<file path="src/rtl/rst_pkg.sv">
// ---------------------------------------------------------------------------
// rst_pkg
// Shared definitions for the 6502 reset sequencer:
//   - sequencer state encoding
//   - reset-cause codes reported on rst_cause
//   - saturating 8-bit increment used for the reset counter
// ---------------------------------------------------------------------------
package rst_pkg;

  typedef enum logic [1:0] {
    ST_HOLD        = 2'b00,
    ST_WAIT_MEM    = 2'b01,
    ST_WAIT_PERIPH = 2'b10,
    ST_RUN         = 2'b11
  } rst_state_e;

  localparam logic [1:0] CAUSE_POR = 2'b00;
  localparam logic [1:0] CAUSE_BTN = 2'b01;
  localparam logic [1:0] CAUSE_WDT = 2'b10;

  // Increment that sticks at all-ones instead of wrapping.
  function automatic logic [7:0] sat_inc8(input logic [7:0] v);
    logic [7:0] r;
    if (v == 8'hFF) begin
      r = v;
    end else begin
      r = v + 8'd1;
    end
    return r;
  endfunction

endpackage

</file>
<file path="src/rtl/rst_delay_cnt.sv">
// ---------------------------------------------------------------------------
// rst_delay_cnt
// Loadable down-counter with decrement enable and a zero flag.
// Ports:
//   clk        in   clock
//   rst        in   asynchronous active-high reset (counter -> RST_VAL)
//   load_i     in   load load_val_i (has priority over dec_i)
//   load_val_i in   value to load
//   dec_i      in   decrement by one
//   zero_o     out  counter currently equals zero
// ---------------------------------------------------------------------------
module rst_delay_cnt
  import rst_pkg::*;
#(
  parameter int CNT_WIDTH = 8,
  parameter int RST_VAL   = 0
) (
  input  logic                 clk,
  input  logic                 rst,
  input  logic                 load_i,
  input  logic [CNT_WIDTH-1:0] load_val_i,
  input  logic                 dec_i,
  output logic                 zero_o
);

  logic [CNT_WIDTH-1:0] cnt_q;
  logic [CNT_WIDTH-1:0] cnt_d;

  // Next count: load wins, then decrement, otherwise hold.
  always_comb begin
    cnt_d = cnt_q;
    if (load_i) begin
      cnt_d = load_val_i;
    end else if (dec_i) begin
      cnt_d = cnt_q - {{(CNT_WIDTH-1){1'b0}}, 1'b1};
    end else begin
      cnt_d = cnt_q;
    end
  end

  // Count register.
  always_ff @(posedge clk or posedge rst) begin
    if (rst) begin
      cnt_q <= CNT_WIDTH'(RST_VAL);
    end else begin
      cnt_q <= cnt_d;
    end
  end

  assign zero_o = (cnt_q == {CNT_WIDTH{1'b0}});

endmodule

</file>
<file path="src/rtl/reset_seq.sv">
// ---------------------------------------------------------------------------
// reset_seq
// Reset sequencer for the 6502 system. Releases memory, then peripherals,
// then the CPU core, with spacing counted in clk_enable cycles. Button or
// watchdog requests restart the sequence from HOLD at any time.
// Ports:
//   clk          in   system clock
//   async_reset  in   asynchronous active-high reset
//   clk_enable   in   CPU phase enable; delay counting only when high
//   btn_reset    in   button reset request (level, synchronous)
//   wdt_req      in   watchdog reset request (pulse, synchronous)
//   mem_reset    out  reset to memory subsystem (active high)
//   periph_reset out  reset to peripherals (active high)
//   cpu_reset    out  reset to 6502 core (active high)
//   rst_done     out  sequence complete, system running
//   rst_cause    out  cause of last reset (00 POR, 01 button, 10 watchdog)
//   rst_count    out  saturating count of non-POR resets
// ---------------------------------------------------------------------------
module reset_seq
  import rst_pkg::*;
#(
  parameter int HOLD_CYCLES  = 8,
  parameter int MEM_DELAY    = 4,
  parameter int PERIPH_DELAY = 4,
  parameter int CNT_WIDTH    = 8
) (
  input  logic       clk,
  input  logic       async_reset,
  input  logic       clk_enable,
  input  logic       btn_reset,
  input  logic       wdt_req,
  output logic       mem_reset,
  output logic       periph_reset,
  output logic       cpu_reset,
  output logic       rst_done,
  output logic [1:0] rst_cause,
  output logic [7:0] rst_count
);

  localparam logic [CNT_WIDTH-1:0] HOLD_RELOAD   = CNT_WIDTH'(HOLD_CYCLES - 1);
  localparam logic [CNT_WIDTH-1:0] MEM_RELOAD    = CNT_WIDTH'(MEM_DELAY - 1);
  localparam logic [CNT_WIDTH-1:0] PERIPH_RELOAD = CNT_WIDTH'(PERIPH_DELAY - 1);

  rst_state_e state_q, state_d;
  logic       mem_q, mem_d;
  logic       periph_q, periph_d;
  logic       cpu_q, cpu_d;
  logic       done_q, done_d;
  logic [1:0] cause_q, cause_d;
  logic [7:0] count_q, count_d;
  logic       req_prev_q;

  logic                 req_s;
  logic                 cnt_load_s;
  logic [CNT_WIDTH-1:0] cnt_load_val_s;
  logic                 cnt_dec_s;
  logic                 cnt_zero_s;

  assign req_s = btn_reset | wdt_req;

  rst_delay_cnt #(
    .CNT_WIDTH (CNT_WIDTH),
    .RST_VAL   (HOLD_CYCLES - 1)
  ) u_cnt (
    .clk        (clk),
    .rst        (async_reset),
    .load_i     (cnt_load_s),
    .load_val_i (cnt_load_val_s),
    .dec_i      (cnt_dec_s),
    .zero_o     (cnt_zero_s)
  );

  // Next-state, output and counter-control logic; a request overrides expiry.
  always_comb begin
    state_d        = state_q;
    mem_d          = mem_q;
    periph_d       = periph_q;
    cpu_d          = cpu_q;
    done_d         = done_q;
    cause_d        = cause_q;
    count_d        = count_q;
    cnt_load_s     = 1'b0;
    cnt_load_val_s = HOLD_RELOAD;
    cnt_dec_s      = 1'b0;

    if (req_s) begin
      state_d        = ST_HOLD;
      cnt_load_s     = 1'b1;
      cnt_load_val_s = HOLD_RELOAD;
      mem_d          = 1'b1;
      periph_d       = 1'b1;
      cpu_d          = 1'b1;
      done_d         = 1'b0;
      cause_d        = btn_reset ? CAUSE_BTN : CAUSE_WDT;
      // A held button restarts HOLD each cycle but counts only once.
      if (!req_prev_q) begin
        count_d = sat_inc8(count_q);
      end else begin
        count_d = count_q;
      end
    end else if (clk_enable && (state_q != ST_RUN)) begin
      if (cnt_zero_s) begin
        case (state_q)
          ST_HOLD: begin
            state_d        = ST_WAIT_MEM;
            mem_d          = 1'b0;
            cnt_load_s     = 1'b1;
            cnt_load_val_s = MEM_RELOAD;
          end
          ST_WAIT_MEM: begin
            state_d        = ST_WAIT_PERIPH;
            periph_d       = 1'b0;
            cnt_load_s     = 1'b1;
            cnt_load_val_s = PERIPH_RELOAD;
          end
          ST_WAIT_PERIPH: begin
            state_d = ST_RUN;
            cpu_d   = 1'b0;
            done_d  = 1'b1;
          end
          default: begin
            // Unreachable encoding: fall back to a full reset sequence.
            state_d        = ST_HOLD;
            mem_d          = 1'b1;
            periph_d       = 1'b1;
            cpu_d          = 1'b1;
            done_d         = 1'b0;
            cnt_load_s     = 1'b1;
            cnt_load_val_s = HOLD_RELOAD;
          end
        endcase
      end else begin
        cnt_dec_s = 1'b1;
      end
    end else begin
      state_d = state_q;
    end
  end

  // State, output and bookkeeping registers.
  always_ff @(posedge clk or posedge async_reset) begin
    if (async_reset) begin
      state_q    <= ST_HOLD;
      mem_q      <= 1'b1;
      periph_q   <= 1'b1;
      cpu_q      <= 1'b1;
      done_q     <= 1'b0;
      cause_q    <= CAUSE_POR;
      count_q    <= 8'd0;
      req_prev_q <= 1'b0;
    end else begin
      state_q    <= state_d;
      mem_q      <= mem_d;
      periph_q   <= periph_d;
      cpu_q      <= cpu_d;
      done_q     <= done_d;
      cause_q    <= cause_d;
      count_q    <= count_d;
      req_prev_q <= req_s;
    end
  end

  assign mem_reset    = mem_q;
  assign periph_reset = periph_q;
  assign cpu_reset    = cpu_q;
  assign rst_done     = done_q;
  assign rst_cause    = cause_q;
  assign rst_count    = count_q;

endmodule

</file>
<file path="config.mk">
export PLATFORM = sky130hd
export DESIGN_NAME = reset_seq
export DESIGN_NICKNAME = d
export VERILOG_FILES = /design/src/rtl/rst_pkg.sv /design/src/rtl/rst_delay_cnt.sv /design/src/rtl/reset_seq.sv
export SDC_FILE = /design/constraint.sdc
export NUM_CORES = 1
export LEC_CHECK = 0
export ABC_AREA = 1
export CORE_ASPECT_RATIO = 2
export CORE_UTILIZATION = 49
export DETAILED_ROUTE_END_ITERATION = 7
export GPL_ROUTABILITY_DRIVEN = 1
export GPL_TIMING_DRIVEN = 0
export PLACE_DENSITY = 0.81
export SYNTH_ARGS = -nofsm -noshare
export SYNTH_HDL_FRONTEND = slang
export SYNTH_SLANG_ARGS = --single-unit
</file>
<file path="constraint.sdc">
create_clock -name clk -period 1.5 [get_ports clk]
set_input_delay 0.45 -clock clk [delete_from_list [all_inputs] [get_ports clk]]
set_output_delay 0.45 -clock clk [all_outputs]
set_load 0.02 [all_outputs]
</file>
# ---- Word-level counts from Yosys, hierarchy flattened
# Index checks and enable logic that the tools add are counted.
dict set report word_totals {
  regBits 25
  elab_cells 69
  in_bits 5
  memories 0
  latchBits 0
  out_inout_bits 14
  mem_bits_ro 0
  ramBits 0
}
dict set report classes {
  n_addsub 2
  shift 0
  div 0
  n_reduce_logical 14
  magnitude_cmp 0
  bitwise_logic 3
  muxes 34
  n_mul 0
  eq_ne 7
}
# op n
set ops {}
lappend ops {{two-way mux 1 bit} 19}
lappend ops {{two-way mux 8 bit} 2}
lappend ops {{two-way mux 3 bit} 4}
lappend ops {{AND reduction 3 bit} 4}
lappend ops {{adder 8 x 1 -> 8 bit (second input constant)} 1}
lappend ops {{equality test 8 bit (second input constant)} 1}
lappend ops {{zero test 8 bit} 1}
lappend ops {{two-way mux 2 bit} 4}
lappend ops {{case mux 1 bit (2 select lines)} 4}
lappend ops {{subtractor 8 x 1 -> 8 bit (second input constant)} 1}
lappend ops {{!= test 2 x 1 -> 1 bit (second input constant)} 3}
lappend ops {{case mux 2 bit (3 select lines)} 1}
lappend ops {{nonzero test 2 bit} 3}
lappend ops {{OR reduction 2 bit} 3}
lappend ops {{equality test 2 x 1 -> 1 bit (second input constant)} 1}
lappend ops {{equality test 2 bit (second input constant)} 1}
lappend ops {{zero test 2 bit} 1}
lappend ops {{!= test 2 bit (second input constant)} 1}
lappend ops {{inverter 1 bit} 2}
lappend ops {{AND reduction 2 bit} 1}
lappend ops {{logical AND 1 bit} 1}
lappend ops {{OR 1 bit} 1}

# ---- Depth between registers and ports, before layout
dict set report depth {
  word_depth 7
  mapped_depth 10
}

# ---- Cells and area by module
# A second synthesis with hierarchy kept.
dict set report unflattened {
  cells_unflattened 197
  hier_area_um2 1554.0
}
# module area_each_um2 n_inst cells_per_inst
set modules_own_cells {}
lappend modules_own_cells {reset_seq 1016.0 1 127}
lappend modules_own_cells {rst_delay_cnt 538.0 1 70}

# ---- Least setup slack after synthesis
# Ideal clock, no wire load.
dict set report synth_path {
  kind {register -> register}
  start {reg u_cnt.cnt_q[0]}
  end {reg u_cnt.cnt_q[2]}
  stages_incl_launch_ff 11
  arrival_time_ps 1410
  setup_time_ps 60
  path_slack_ps 30
  n_path_buf 1
  required_ps 1440
  path_cell_list {dfstp_2 -> inv_1 -> ha_1 -> nand2_1 -> inv_1 -> nand2_1 -> nand2_1 -> buf_6 -> o21ai_1 -> nand2_1 -> nand2_1}
}
dict set report synth_between {
  elab_chain_cells 5
  word_cells_on_any_way 14
  cone_classes {1 x add/sub; 11 x mux; 2 x reduce/logical}
}
# element line_no
set synth_rtl {}
lappend synth_rtl {{from (decl)} rst_delay_cnt.sv:26} ;# logic [CNT_WIDTH-1:0] cnt_q;
lappend synth_rtl {{from (signal assigned)} rst_delay_cnt.sv:44} ;# cnt_q <= CNT_WIDTH'(RST_VAL);
lappend synth_rtl {{from (signal assigned)} rst_delay_cnt.sv:46} ;# cnt_q <= cnt_d;
lappend synth_rtl {{parallel branches: the longest is 5 deep, another holds subtractor 8 x 1 -> 8 bit} -}
# Several ways; the timed one is not identified. The select of a mux whose other input is x is not followed.
# A chain may end at the register's enable or synchronous reset.

# ---- Worst setup path after layout
dict set report layout_path {
  start {reg u_cnt.cnt_q[0]}
  end {reg u_cnt.cnt_q[5]}
}
dict set report layout_between {
  elab_chain_cells 5
  word_cells_on_any_way 11
  cone_classes {1 x add/sub; 8 x mux; 2 x reduce/logical}
}
# element
set layout_rtl {}
lappend layout_rtl {{parallel branches: the longest is 5 deep, another holds subtractor 8 x 1 -> 8 bit}}
# Several ways; the timed one is not identified. The select of a mux whose other input is x is not followed.

==> impl_metrics.yaml <==
placed_design:
  post_dp_cell_area_sq_um: 1655
  place_congestion: 0.8708
  place_inst: 222
  preCtsSetupSlack_ns: -0.4046
  dp.final_hpwl_mm: 2.328
  io_buffer_count: 18
detailed_routing:
  ant_nets: 0
  totalWireLength_mm: 3.437
  vias: 1289
  drtPass1Iterations: 4
  post_drt_wl_per_cell_um: 14.50
  viasPerCell: 5.439
  drt_iter0_drc: 56
  remaining_drc_errors: 0
pwr:
  power_frac_clock: 0.231
  power_mw: 1.767
  p_per_area_nw_per_um2: 970.7
  ir_worst_vdd_uv: 643.9
  power.internal_mw: 1.151
  leakage_nw: 0.9135
  p_sw_mw: 0.6160
  p_seq_frac: 0.484
  power_frac_comb: 0.285
  swShare: 0.3486
clock_network:
  cts_buffers: 3
  path_clk_slew_ns: 0.09
  cts_tree: "built"
  cts_num_sinks: 25
  clock_path_buffers: 2
  clock_latency_ns: 0.28
  htree_levels: 1
  root_buffer: "clkbuf_8"
logic_synthesis:
  syn_inst: 175
  syn_nets: 188
  synth_edf_count: 0
  synth_area_sq_um: 1439
  yosysSeqAreaShare: 0.4400
  yosysWarnings: 0
  async_reset_ff_frac: 1.000
  synth.ff_latch_count: 25
  synth-main-ff-cell: "dfrtp_1"
  syn_avg_cell_area_sq_um: 8.222
  synth_cell_types: 24
sta:
  finalWorstSetupSlack_ns: 0.02929
  finalCritPeriodShare: 0.9805
  layout_min_cycle_time_ns: 1.471
  finClkSkew_ns: 0.007200
  max_clock_freq_mhz: 679.9
  relSlewSlack: 0.3778
  worstMarginPinSlew_ns: 0.9322
  setup_tns_ns: 0
  final-setup-viol-count: 0
  hold_violations: 0
  hold_slack_ns: 0.4640
  drv_slew: 0
  grt_setup_unrepaired: "true"
critical_path:
  ff2ff_setup_slack_ns: 0.03
  critPathLaunchType: "flop"
  worstPathArrival_ns: 1.69
  end_kind: "flop"
  required_ns: 1.72
  worstReg2RegStart: "u_cnt.cnt_q[0]$_DFFE_PP1P_"
  ff2ff_path_depth: 9
  r2r_end: "u_cnt.cnt_q[5]$_DFFE_PP0P_"
  path_max_fanout: 4
  crit_type: "reg2reg"
global_routing:
  grt_max_degree: 26
  gr-total-overflow: 0
  antenna_found_initial: 0
  grt_pass1_wl_mm: 5.271
  grt_pass1_vias: 1304
  grt_usage: 0.2325
cells_and_area:
  final_area_sq_um: 1821
  layout-drive-gt1-share: 0.2837
  layout_common_cells: "nand2_1, nand3_1, dfrtp_1"
  synthToLayoutAreaGrowth_pct: 26.52
  antenna_cells: 0
  layout_commonest_cell: "nand2_1"
  final_util: 0.6572
  nNetsFinal: 222
  instances_no_fill: 237
status:
  status: "completed"
flow_run:
  cap_violations: 0
worst_hold_path:
  min_from: "cpu_reset$_DFFE_PP1P_"
  holdPathEnd: "cpu_reset$_DFFE_PP1P_"
  min_path_cells: 2
  min_path_type: "reg2reg"
floorplanning:
  die_y_um: 78.64
  initial_core_util: 0.5194
  die_width_um: 40.32
  ios: 19
  core_sq_um: 2770
  rows: 27
  die_area_sq_um: 3170
-- sequential cells by signal (all words and copies together), names as in the netlist --
name and flops:
rst_cause 2, rst_count 8, u_cnt.cnt_q 8, mem_reset 1
periph_reset 1, rst_done 1, cpu_reset 1, state_q 2
req_prev_q 1
-- synthesized netlist by cell type (5+ instances only) --
| cell type | count | share of area |
|---|---|---|
| dfrtp_1 | 19 | 0.33 |
| nand2_1 | 49 | 0.13 |
| ha_1 | 8 | 0.070 |
| inv_1 | 14 | 0.037 |
| nor2_1 | 19 | 0.050 |
| xor2_1 | 5 | 0.030 |
| o21ai_1 | 5 | 0.017 |
| nand3_1 | 24 | 0.083 |
| dfstp_2 | 6 | 0.11 |
| xnor2_1 | 7 | 0.043 |
-- power groups by stage --
stage | registers [mW] | logic, mW | clock network, mW
after CTS | 0.857 | 0.481 | 0.413
final | 0.855 | 0.504 | 0.408
after floorplan | 0.948 | 0.217 | 0
after global routing | 0.873 | 0.556 | 0.444
after detailed placement | 0.871 | 0.519 | 0
after global placement | 0.864 | 0.501 | 0
-- worst max path at each step --
stage | start | endpoint | depth (start not counted)
global route | u_cnt.cnt_q[0]$_DFFE_PP1P_ | u_cnt.cnt_q[5]$_DFFE_PP0P_ | 9
global placement | btn_reset | rst_count[0]$_DFFE_PP0P_ | 6
finish | u_cnt.cnt_q[0]$_DFFE_PP1P_ | u_cnt.cnt_q[5]$_DFFE_PP0P_ | 9
floorplan | u_cnt.cnt_q[0]$_DFFE_PP1P_ | u_cnt.cnt_q[2]$_DFFE_PP1P_ | 10
detailed placement | btn_reset | rst_count[0]$_DFFE_PP0P_ | 6
CTS | rst_count[4]$_DFFE_PP0P_ | rst_count[4] | 1
-- cell type report --
class,instances,area [sq um]
plain buffers,3,33.78
clock buffers,4,45.04
fillers,215,949.7
inverters,15,61.31
multi-input cells,132,804.5
flip-flops and latches,25,633.1
well taps,29,36.28
repair buffers,29,206.4
-- timing repair --
item | 4_1_cts | 5_1_grt
cloned | 2 | 0
pin swaps | 2 | 9
endpoints found under the setup margin | 35 | 25
setup buffers | 1 | 8
hold buffers | 0 | 0
resized for setup | 39 | 29
-- worst max-delay path, cell delays in order (launching register included) --
cell and delay, ns:
dfstp_2 0.57, inv_4 0.05, ha_4 0.16, nand2_4 0.09
inv_4 0.05, nand3_1 0.08, nand2_1 0.10, nor2_1 0.14
nand2_1 0.09, nand2_1 0.07
-- kinds of logic (layout without fill, tap and decap cells) --
kind of cell | count (synthesis) | in the layout | synth area share
simple gates | 101 | 101 | 0.3096
compound gates | 11 | 11 | 0.04783
buf+inv | 18 | 51 | 0.06000
flops | 25 | 25 | 0.4400
fa+ha+maj | 8 | 8 | 0.06957
xor+xnor | 12 | 12 | 0.07304
-- per-layer routing --
metal,up-vias,share of wire,GRT usage
li1,624,-,-
met3,7,0.029,0.03107
met2,39,0.61,0.4210
met1,619,0.35,0.2315
met4,0,0.018,0.1167
met5,-,0,0
Power figures use the tool's default switching activity.
